**config.mk**
```make
export PLATFORM = sky130hd
export DESIGN_NAME = sequential_divider_flat
export DESIGN_NICKNAME = d
export VERILOG_FILES = /design/src/rtl/sequential_divider_if.sv /design/src/rtl/sequential_divider.sv /design/src/flat_wrapper.sv
export SDC_FILE = /design/constraint.sdc
export NUM_CORES = 1
export LEC_CHECK = 0
export CAP_MARGIN = 25
export CORE_MARGIN = 3
export CORE_UTILIZATION = 57
export DETAILED_ROUTE_END_ITERATION = 16
export MAX_ROUTING_LAYER = met4
export PLACE_DENSITY = 0.84
export SYNTH_ARGS = -nofsm -noshare
export SYNTH_HDL_FRONTEND = slang
export SYNTH_SLANG_ARGS = --single-unit
```
**constraint.sdc**
```tcl
create_clock -name clk -period 2.6 [get_ports clk]
set_input_delay 0.39 -clock clk [delete_from_list [all_inputs] [get_ports clk]]
set_output_delay 0.39 -clock clk [all_outputs]
set_load 0.02 [all_outputs]
```
**src/rtl/sequential_divider_if.sv**
```systemverilog
// rtl/sequential_divider_if.sv - request/result bundle between a divider client and the divider
interface sequential_divider_if #(
    parameter int DW = 8,
    parameter int VW = 4
);
    logic          start;
    logic [DW-1:0] dividend;
    logic [VW-1:0] divisor;
    logic [DW-1:0] quotient;
    logic [VW-1:0] remainder;
    logic          busy;
    logic          done;
    logic          div_by_zero;

    modport master (
        output start, dividend, divisor,
        input  quotient, remainder, busy, done, div_by_zero
    );

    modport slave (
        input  start, dividend, divisor,
        output quotient, remainder, busy, done, div_by_zero
    );
endinterface

```
**src/rtl/sequential_divider.sv**
```systemverilog
// rtl/sequential_divider.sv - restoring shift-subtract unsigned divider, one quotient bit per cycle
module sequential_divider #(
    parameter int DW = 8,
    parameter int VW = 4
) (
    input  logic                clk,
    input  logic                rst,
    sequential_divider_if.slave bus
);
    localparam int CW = $clog2(DW + 1);

    typedef enum logic [1:0] {
        S_IDLE,
        S_INIT,
        S_DIVIDE,
        S_DONE
    } state_t;

    state_t        r_state;
    logic          r_accept;
    logic [DW-1:0] r_dvd;
    logic [VW-1:0] r_dvs;
    logic [VW:0]   r_rem;
    logic [CW-1:0] r_cnt;
    logic [DW-1:0] r_quot;
    logic [VW-1:0] r_remd;
    logic          r_busy;
    logic          r_done;
    logic          r_dbz;

    logic [VW:0]   w_rem_sh;
    logic          w_ge;
    logic [VW:0]   w_rem_nx;
    logic [DW-1:0] w_dvd_nx;

    // The dividend register doubles as the quotient: its MSB shifts into the
    // partial remainder while each new quotient bit enters at the LSB.
    assign w_rem_sh = (r_rem << 1) | {{VW{1'b0}}, r_dvd[DW-1]};
    assign w_ge     = (w_rem_sh >= {1'b0, r_dvs});
    assign w_rem_nx = w_ge ? (w_rem_sh - {1'b0, r_dvs}) : w_rem_sh;
    assign w_dvd_nx = {r_dvd[DW-2:0], w_ge};

    always_ff @(posedge clk or posedge rst) begin
        if (rst) begin
            r_state  <= S_IDLE;
            r_accept <= 1'b0;
            r_dvd    <= '0;
            r_dvs    <= '0;
            r_rem    <= '0;
            r_cnt    <= '0;
            r_quot   <= '0;
            r_remd   <= '0;
            r_busy   <= 1'b0;
            r_done   <= 1'b0;
            r_dbz    <= 1'b0;
        end else begin
            r_done <= 1'b0;
            case (r_state)
                S_IDLE: begin
                    // Operands are latched on the accepting edge so later input
                    // changes cannot leak in; INIT follows on the next edge.
                    if (r_accept) begin
                        r_accept <= 1'b0;
                        r_busy   <= 1'b1;
                        r_state  <= S_INIT;
                    end else if (bus.start) begin
                        r_accept <= 1'b1;
                        r_dvd    <= bus.dividend;
                        r_dvs    <= bus.divisor;
                    end
                end
                S_INIT: begin
                    r_rem <= '0;
                    r_cnt <= CW'(DW);
                    if (r_dvs == '0) begin
                        r_state <= S_DONE;
                        r_busy  <= 1'b0;
                        r_done  <= 1'b1;
                        r_quot  <= '1;
                        r_remd  <= '0;
                        r_dbz   <= 1'b1;
                    end else begin
                        r_state <= S_DIVIDE;
                    end
                end
                S_DIVIDE: begin
                    r_rem <= w_rem_nx;
                    r_dvd <= w_dvd_nx;
                    r_cnt <= r_cnt - 1'b1;
                    if (r_cnt == CW'(1)) begin
                        r_state <= S_DONE;
                        r_busy  <= 1'b0;
                        r_done  <= 1'b1;
                        r_quot  <= w_dvd_nx;
                        r_remd  <= w_rem_nx[VW-1:0];
                        r_dbz   <= 1'b0;
                    end
                end
                S_DONE: begin
                    r_state <= S_IDLE;
                end
                default: begin
                    r_state <= S_IDLE;
                end
            endcase
        end
    end

    assign bus.quotient    = r_quot;
    assign bus.remainder   = r_remd;
    assign bus.busy        = r_busy;
    assign bus.done        = r_done;
    assign bus.div_by_zero = r_dbz;
endmodule

```
**src/flat_wrapper.sv**
```systemverilog
// flat-port wrapper written by rule: the top's interface ports become plain ports
module sequential_divider_flat 
#(
    parameter int DW = 8,
    parameter int VW = 4
)
  (clk, rst, bus_start, bus_dividend, bus_divisor, bus_quotient, bus_remainder, bus_busy, bus_done, bus_div_by_zero);
  sequential_divider_if #(.DW(DW), .VW(VW)) bus_i ();
  input  logic clk;
  input  logic rst;
  input wire logic [$bits(bus_i.start)-1:0] bus_start;
  input wire logic [$bits(bus_i.dividend)-1:0] bus_dividend;
  input wire logic [$bits(bus_i.divisor)-1:0] bus_divisor;
  output wire logic [$bits(bus_i.quotient)-1:0] bus_quotient;
  output wire logic [$bits(bus_i.remainder)-1:0] bus_remainder;
  output wire logic [$bits(bus_i.busy)-1:0] bus_busy;
  output wire logic [$bits(bus_i.done)-1:0] bus_done;
  output wire logic [$bits(bus_i.div_by_zero)-1:0] bus_div_by_zero;
  assign bus_i.start = bus_start;
  assign bus_i.dividend = bus_dividend;
  assign bus_i.divisor = bus_divisor;
  assign bus_quotient = bus_i.quotient;
  assign bus_remainder = bus_i.remainder;
  assign bus_busy = bus_i.busy;
  assign bus_done = bus_i.done;
  assign bus_div_by_zero = bus_i.div_by_zero;
  sequential_divider #(.DW(DW), .VW(VW)) u_core (.clk(clk), .rst(rst), .bus(bus_i));
endmodule
```
# == Yosys cells after proc, flatten, opt, wreduce, memory -nomap -nowiden ==
# Index checks and enable logic that the tools add are counted.
# Widths: inputs -> output; s select.
# totals
in_bits,15
out_inout_bits,15
register_bits,38
elab_cells,62
# classes
mux,27
add_sub_neg,2
eq_ne,9
order_cmp,1
n_bitwise,2
reduce_logical,10
# ops
op,count
$mux 8,4
$pmux 8 s2,2
$pmux 4 s2,3
$mux 4,3
$mux 1,9
$reduce_and 3->1,3
$pmux 2 s4,1
$ne 2x1->1 const B,3
$ge 5x4->1,1
$or 5x1->5,1
$eq 2x2->1 const B,2
$eq 4x1->1 const B,1
$logic_not 4->1,1
$mux 2,2
$ne 2x2->1 const B,2
$pmux 1 s2,2
$reduce_and 4->1,1
$reduce_bool 2->1,2
$sub 4x1->4 const B,1
$sub 4x4->4,1
$pmux 1 s3,1
$reduce_bool 3->1,1
$eq 2x1->1 const B,1
$logic_not 2->1,1
other kinds (2),2

# == Longest topological paths before layout ==
# Gate-level depths: netlist (run 1).
# depth
word_depth,5
depth_mapped,9
depth_no_buf,7

# == Worst setup path after synthesis (run 1) ==
# Ideal clock, no wire load.
# synth_timing
path_type,flip-flop to flip-flop
startpoint,register u_core.r_dvs[2]
endpoint,register u_core.r_rem[0]
arrival_time_ps,1670
period_less_slack_ps,1752
stages_incl_launch_ff,8
setup_ps,83
n_path_buf,0
setup_slack_ps,848
t_required_ps,2517
path_cell_list,dfrtp_1 -> inv_1 -> ha_1 -> a21oi_2 -> o21ai_2 -> a21oi_4 -> mux2_4 -> o22ai_1
# synth_via
elab_chain_len,3
# synth_lines
element,line_no,rtl
"start, declared",sequential_divider.sv:22,logic [VW-1:0] r_dvs;
"start signal, assigned",sequential_divider.sv:69,r_dvs <= bus.divisor;
$ge 5x4->1,sequential_divider.sv:39,"assign w_ge = (w_rem_sh >= {1'b0, r_dvs});"
$mux 4,sequential_divider.sv:40,"assign w_rem_nx = w_ge ? (w_rem_sh - {1'b0, r_dvs}) : w_rem_sh;"
$pmux 4 s2,sequential_divider.sv:58,case (r_state)
"end signal, assigned",sequential_divider.sv:87,r_rem <= w_rem_nx;
"end, declared",sequential_divider.sv:23,logic [VW:0] r_rem;
# No other way between the ends.
# A chain may end at the register's enable or synchronous reset.

# == Worst setup path in the final report (run 1) ==
# layout_timing
startpoint,register u_core.r_dvs[2]
endpoint,register u_core.r_rem[1]
# Same word-level chain as after synthesis.

==> run_results.csv, run 1 <==
group,metric,value,unit
synthesis,synth_seq_area_share,0.4900,
setup_path,critical_path_required,2.86,ns
final_layout,layout-area-overhead-vs-synth,20.25,%
route,drt_wl_total,3787,µm
final_layout,layout.filler_cells,242,
setup_path,critPathArrivalTime,2.20,ns
cts,clk-insertion-delay-late,0.35,ns
route,drt_first_iter_violations,70,
floorplan,initial_core_utilization,0.6155,
cts,numClockSinks,38,
synthesis,yosys_register_bits,38,
route,drt_pre_antenna_iters,4,
cts,numCtsBuffers,5,
floorplan,die_h,64.35,µm
route,per_cell_via_count_in_the_routed_design,5.462,
global_route,via_count_of_the_first_global_routing_pass,1521,
global_route,global_route.overflow_total,0,
power,vdd.ir_drop.worst,1.084,mV
synthesis,synth.top_cells.by_area,"dfrtp_1 49%, ha_1 6.4%, mux2i_1 6.2%, inv_1 6.0%, nor2_1 4.1%",
sta,min_clock_period_post_route,1.938,ns
placement,total_half_perimeter_wirelength_after_legalization_and_detailed_placement,2843,µm
global_route,grt_pass1_wl,6568,µm
floorplan,std_cell_rows,20,
cts,post_cts_setup_driven_buffer_insertion_count,0,
power,overall_power_consumption,3.061,mW
final_layout,postLayoutCellArea,2333,µm²
route,remaining_drc_errors,0,
cts,cts_tree,"built",
cts,clock_tree.htree_level_count,2,
global_route,antenna_violations_before_repair,0,
placement,placedInstanceArea,2270,µm²
global_route,maximum_number_of_pins_on_one_net_before_global_route_repair,39,
power,p_leak,1.052,nW
cts,hold_buffers,0,
route,postRouteAntennaNets,0,
hold_path,hold_path.class,"in -> async",
synthesis,yosys_most_used_dff,"dfrtp_1",
sta,final-max-slew-violation-count,0,
setup_path,crit_path_end_kind,"flop",
final_layout,final-seq-area,950.9,µm²
sta,clock_skew,0.01328,ns
sta,grt_setup_unrepaired,"no",
flow_run,cap_violations,0,
sta,slew_headroom,0.6132,
synthesis,yosysTopAreaCell,"dfrtp_1",
placement,place.gp.congestion,0.8787,
synthesis,synth.cell_area,1941,µm²
synthesis,yosys.area.top_type_share,0.4900,
final_layout,multi_input_area,834.6,µm²
placement,io_buffer_count,29,
sta,timing.final.hold_violations,0,
sta,clock.fmax,516.1,MHz
sta,finalSetupTns,0,ns
synthesis,synth_nets,215,
synthesis,synthCells,189,
sta,post-route-period-util,0.7453,
sta,final-setup-viol-count,0,
setup_path,worstPathMaxFanout,5,
sta,fin_hold_ws,0.4427,ns
final_layout,finalNetCount,247,
final_layout,final_layout_size_suffix_gt1_frac,0.1126,
setup_path,setup.worst_path.start_class,"flop",
floorplan,design.core.area,3153,µm²
sta,worst_slew_pin_slew,0.5789,ns
run_status,status,"finished, final reports clean",
cts,ctsLongestPathBuffers,2,
floorplan,die-width,64.35,µm
cts,cts_root_buffer,"clkbuf_4",
floorplan,ioPinCount,30,
floorplan,die_area,4141,µm²
cts,ctsResizeCount,0,
route,wl_per_cell,14.24,µm
cts,clk_pin_slew_worst_paths,0.12,ns
synthesis,post_syn_area_per_cell,10.27,µm²
synthesis,count_of_flip_flops_with_a_built_in_enable_after_synthesis,0,
synthesis,ys_async_sr_fraction,1.000,
power,power_density,1312,nW/µm²
synthesis,post_synth_num_cell_types,34,
global_route,overall_track_demand_over_capacity_in_global_routing,0.2140,
synthesis,synth_warnings,0,
route,route.vias.total,1453,
final_layout,antenna_cells,0,
setup_path,timing_worst_setup_path_type,"reg -> reg",
==> registers in the layout, indices dropped and copies added (netlist names), 2 cells and up <==
name and count:
u_core.bus.quotient 8, u_core.r_dvd 8, u_core.bus.remainder 4, u_core.r_cnt 4, u_core.r_dvs 4, u_core.r_rem 4
u_core.r_state 2
==> critical path: stages (launching register included) <==
cell,delay (ns)
dfrtp_1,0.43
inv_1,0.06
ha_1,0.32
a21oi_2,0.21
o21ai_2,0.12
a21oi_4,0.24
mux2_4,0.33
o22ai_1,0.14
==> layout make-up <==
type	count	area share
Clock buffer	6	0.02198
Clock inverter	2	0.005362
Inverter	31	0.04987
Multi-Input combinational cell	113	0.3576
Sequential cell	38	0.4075
Tap cell	44	0.02359
Timing Repair Buffer	32	0.1340
==> through the flow <==
step           setup WS (ns)  cells    util
5_1_grt               0.4818    266  0.7401
4_1_cts               0.6595    266  0.7401
3_5_place_dp          0.6951    258  0.7198
2_1_floorplan         0.8478    189       -
6_report              0.6623    266  0.7401
3_3_place_gp          0.7558    258  0.7198
==> placed cells by master (no fill, tap or decap), types with 2 or more instances in the layout <==
master,count
buf_4,3
a21oi_4,2
ha_1,10
mux2_2,5
a21oi_1,10
mux2_4,2
clkdlybuf4s50_1,29
a31oi_1,9
nand2_1,6
mux2i_1,12
nand2_2,2
dfrtp_1,38
nor3_1,2
nand3_1,3
or2_1,2
o21ai_0,5
o22ai_1,8
nor2_1,21
inv_1,31
clkbuf_4,5
==> synth_stat cells (3+ instances only) <==
library cell	n
a21oi_1	10
a31oi_1	9
buf_2	4
dfrtp_1	38
ha_1	10
inv_1	31
mux2_2	5
mux2i_1	12
nand2_1	6
nand3_1	3
nor2_1	21
o21ai_0	5
o22ai_1	8
==> routing by layer <==
metal	up-vias	wire length (µm)	global-route usage
met1	708	1563	0.2368
met4	0	107	0.09235
met2	35	1965	0.3595
li1	699	-	-
met3	11	152	0.06151
met5	-	0	-
==> report_power, final <==
group	internal, mW	switching, mW	leakage, nW
combinational	0.763	0.952	0.574
sequential	0.831	0.185	0.444
clock	0.130	0.201	0.0343
==> logic make-up after synthesis <==
group / share of synthesized area
AOI/OAI and AO/OA: 0.1483
xor gates and xnor gates: 0.004514
and+or+nand+nor: 0.09607
buffers and inverters: 0.07995
adders and majority gates: 0.07479
DFF: 0.4900
muxes: 0.1064
==> path summary, 6_finish.rpt <==
path                       depth (start not counted)                                start                             endpoint  slack (ns)
setup / recovery                                   7          u_core.r_dvs[2]$_DFFE_PP0P_          u_core.r_rem[1]$_DFFE_PP0N_        0.66
min in group clk                                   2  u_core.bus.remainder[3]$_DFFE_PP0P_  u_core.bus.remainder[3]$_DFFE_PP0P_        0.52
hold / removal                                     3                                  rst   u_core.bus.quotient[5]$_DFFE_PP0P_        0.44
setup reg to reg                                   7          u_core.r_dvs[2]$_DFFE_PP0P_          u_core.r_rem[1]$_DFFE_PP0N_        0.66
hold reg to reg                                    2  u_core.bus.remainder[3]$_DFFE_PP0P_  u_core.bus.remainder[3]$_DFFE_PP0P_        0.52
max in group asynchronous                          3                                  rst          u_core.r_rem[2]$_DFFE_PP0N_        1.82
No activity file was read; power rests on OpenSTA's default activity.
==> inputs of run 2 (changes only) <==
CORE_UTILIZATION = 53   (was 57)
PLACE_DENSITY = 0.79   (was 0.84)
clock period = 2 ns   (was 2.6 ns; I/O delays follow)
==> run_results.csv, run 2 (same netlist as run 1, synthesis figures left out) <==
group,metric,value,unit
floorplan,initial_core_utilization,0.5638,
global_route,top_usage_layer,"met2",
setup_path,crit-reg2reg-launch,"u_core.r_dvs[2]$_DFFE_PP0P_",
floorplan,die_h,66.51,µm
power,p_sw,1.856,mW
sta,clock.fmax,525.1,MHz
cts,clk-insertion-delay-late,0.29,ns
route,drt_first_iter_violations,78,
setup_path,crit_path_cell_trace,"inv_1, ha_1, a21oi_4, o21ai_2, a21oi_4, mux2_4, o22ai_1",
sta,clock_skew,0.01084,ns
cts,clock_tree.htree_level_count,2,
setup_path,cp_common_cell,"a21oi_4",
power,clkPwrFrac,0.176,
global_route,antenna_violations_before_repair,0,
sta,timing.final.hold_violations,0,
power,power_frac_comb,0.530,
setup_path,ff2ff_path_depth,7,
cts,cts_root_buffer,"clkbuf_8",
final_layout,layout-area-overhead-vs-synth,27.21,%
route,remaining_drc_errors,0,
route,route.vias.total,1513,
global_route,grt_pass1_wl,6955,µm
final_layout,final_layout_size_suffix_gt1_frac,0.1416,
power,power_density,1846,nW/µm²
setup_path,cp_num_buf_inv,1,
route,drt_pre_antenna_iters,4,
sta,worst_slew_pin_slew,0.5222,ns
sta,finalSetupTns,0,ns
setup_path,worstPathMaxFanout,5,
global_route,overall_track_demand_over_capacity_in_global_routing,0.2137,
sta,post-route-worst-setup-slack,0.09543,ns
placement,place.gp.congestion,0.8587,
power,overall_power_consumption,4.557,mW
global_route,global_route.overflow_total,0,
sta,final-setup-viol-count,0,
final_layout,finalNetCount,251,
run_status,status,"finished, final reports clean",
placement,total_half_perimeter_wirelength_after_legalization_and_detailed_placement,2962,µm
setup_path,critical_path_required,2.21,ns
cts,clk_pin_slew_worst_paths,0.07,ns
placement,io_buffer_count,29,
route,drt_wl_total,4179,µm
setup_path,worst-r2r-setup-slack,0.1,ns
floorplan,design.core.area,3442,µm²
route,postRouteAntennaNets,0,
power,power_frac_seq,0.294,
floorplan,std_cell_rows,21,
setup_path,critPathArrivalTime,2.11,ns
global_route,via_count_of_the_first_global_routing_pass,1520,
cts,ctsLongestPathBuffers,2,
floorplan,die-width,66.51,µm
setup_path,crit_path_end_kind,"flop",
cts,hold_buffers,0,
power,p_leak,1.104,nW
placement,dpl_worst_slack,0.08027,ns
flow_run,cap_violations,0,
hold_path,hold_path.class,"in -> async",
power,netSwitchingFraction,0.4073,
route,wl_per_cell,15.36,µm
cts,cts_tree,"built",
final_layout,most-common-layout-cells,"38 x dfrtp_1, 31 x inv_1, 29 x clkdlybuf4s50_1",
final_layout,mostFrequentLayoutCell,"dfrtp_1",
route,per_cell_via_count_in_the_routed_design,5.563,
global_route,maximum_number_of_pins_on_one_net_before_global_route_repair,39,
setup_path,timing_worst_setup_path_type,"reg -> reg",
power,vdd.ir_drop.worst,1.057,mV
sta,post-route-period-util,0.9523,
cts,numClockSinks,38,
global_route,met1_usage,0.2587,
setup_path,cp_top_family,"compound AO/OA/AOI/OAI gates",
global_route,groute.layer.met3.usage,0.04890,
sta,grt_setup_unrepaired,"no",
final_layout,antenna_cells,0,
sta,min_clock_period_post_route,1.905,ns
power,intPower,2.701,mW
setup_path,setup.worst_path.start_class,"flop",
sta,slew_headroom,0.6519,
global_route,gr-usage-met2,0.3457,
sta,final-max-slew-violation-count,0,
floorplan,die_area,4424,µm²
cts,numCtsBuffers,5,
floorplan,ioPinCount,30,
setup_path,worstReg2RegEnd,"u_core.bus.remainder[0]$_DFFE_PP0P_",
setup_path,timing.critical_path.slowest_cell_delay,0.41,ns
setup_path,crit_path_top_delay_cell,"dfrtp_1",
[run 2: cell type report]
cell class / count / area, µm²
multi-input combinational: 114 / 865.8
timing repair buffer: 35 / 335.3
clock buffer: 6 / 82.58
fill: 253 / 973.4
tap: 46 / 57.56
inverter: 31 / 116.4
clock inverter: 2 / 60.06
sequential: 38 / 950.9
[run 2: through the flow]
step / hold slack, ns / std cells / utilization / area, µm²
finish: 0.4149 / 272 / 0.7172 / 2469
global route: 0.4815 / 272 / 0.7172 / 2469
CTS: 0.4353 / 270 / 0.7059 / 2430
detailed placement: 0.5126 / 262 / 0.6645 / 2287
global placement: 0.5016 / 262 / 0.6645 / 2287
floorplan: 0.4504 / 189 / - / 1941
[run 2: power by group through the flow]
stage	Clock, mW	Combinational (mW)	Sequential, mW
global route	0.847	2.66	1.38
finish	0.804	2.41	1.34
detailed placement	0	2.27	1.34
global placement	0	2.15	1.32
floorplan	0	1.57	1.41
CTS	0.807	2.29	1.33
[run 2: layer usage]
layer,routed length [µm],share of wire,vias to the layer above
met5,0,0,-
met4,115,0.028,0
met3,225,0.054,15
met2,2128,0.51,51
met1,1710,0.41,726
li1,-,-,721
[run 2: worst reg2reg max path, cell delays in order (launching register included)]
cell and delay, ns:
dfrtp_1 0.41, inv_1 0.06, ha_1 0.34, a21oi_4 0.19, o21ai_2 0.11, a21oi_4 0.24
mux2_4 0.34, o22ai_1 0.14
[run 2: how the worst max path moves through the flow]
stage                                startpoint                             endpoint  slack (ns)  depth (start not counted)
floorplan           u_core.r_dvs[2]$_DFFE_PP0P_          u_core.r_rem[0]$_DFFE_PP0N_        0.25                          7
global placement    u_core.r_dvs[2]$_DFFE_PP0P_  u_core.bus.remainder[0]$_DFFE_PP0P_        0.19                          7
detailed placement  u_core.r_dvs[2]$_DFFE_PP0P_          u_core.r_rem[0]$_DFFE_PP0N_        0.08                          7
CTS                 u_core.r_dvs[2]$_DFFE_PP0P_  u_core.bus.remainder[0]$_DFFE_PP0P_        0.06                          7
global route        u_core.r_dvs[2]$_DFFE_PP0P_  u_core.bus.remainder[0]$_DFFE_PP0P_       0.003                          7
finish              u_core.r_dvs[2]$_DFFE_PP0P_  u_core.bus.remainder[0]$_DFFE_PP0P_         0.1                          7
[run 2: what timing repair did]
action	CTS	global route
buffers inserted	0	1
resized for setup	0	4
endpoints found under the setup margin	0	10
==> inputs of run 3 (changes only) <==
CAP_MARGIN = not set   (was 25)
==> results of run 3 <==
The final DEF is identical to that of run 2; final timing and power are the same.
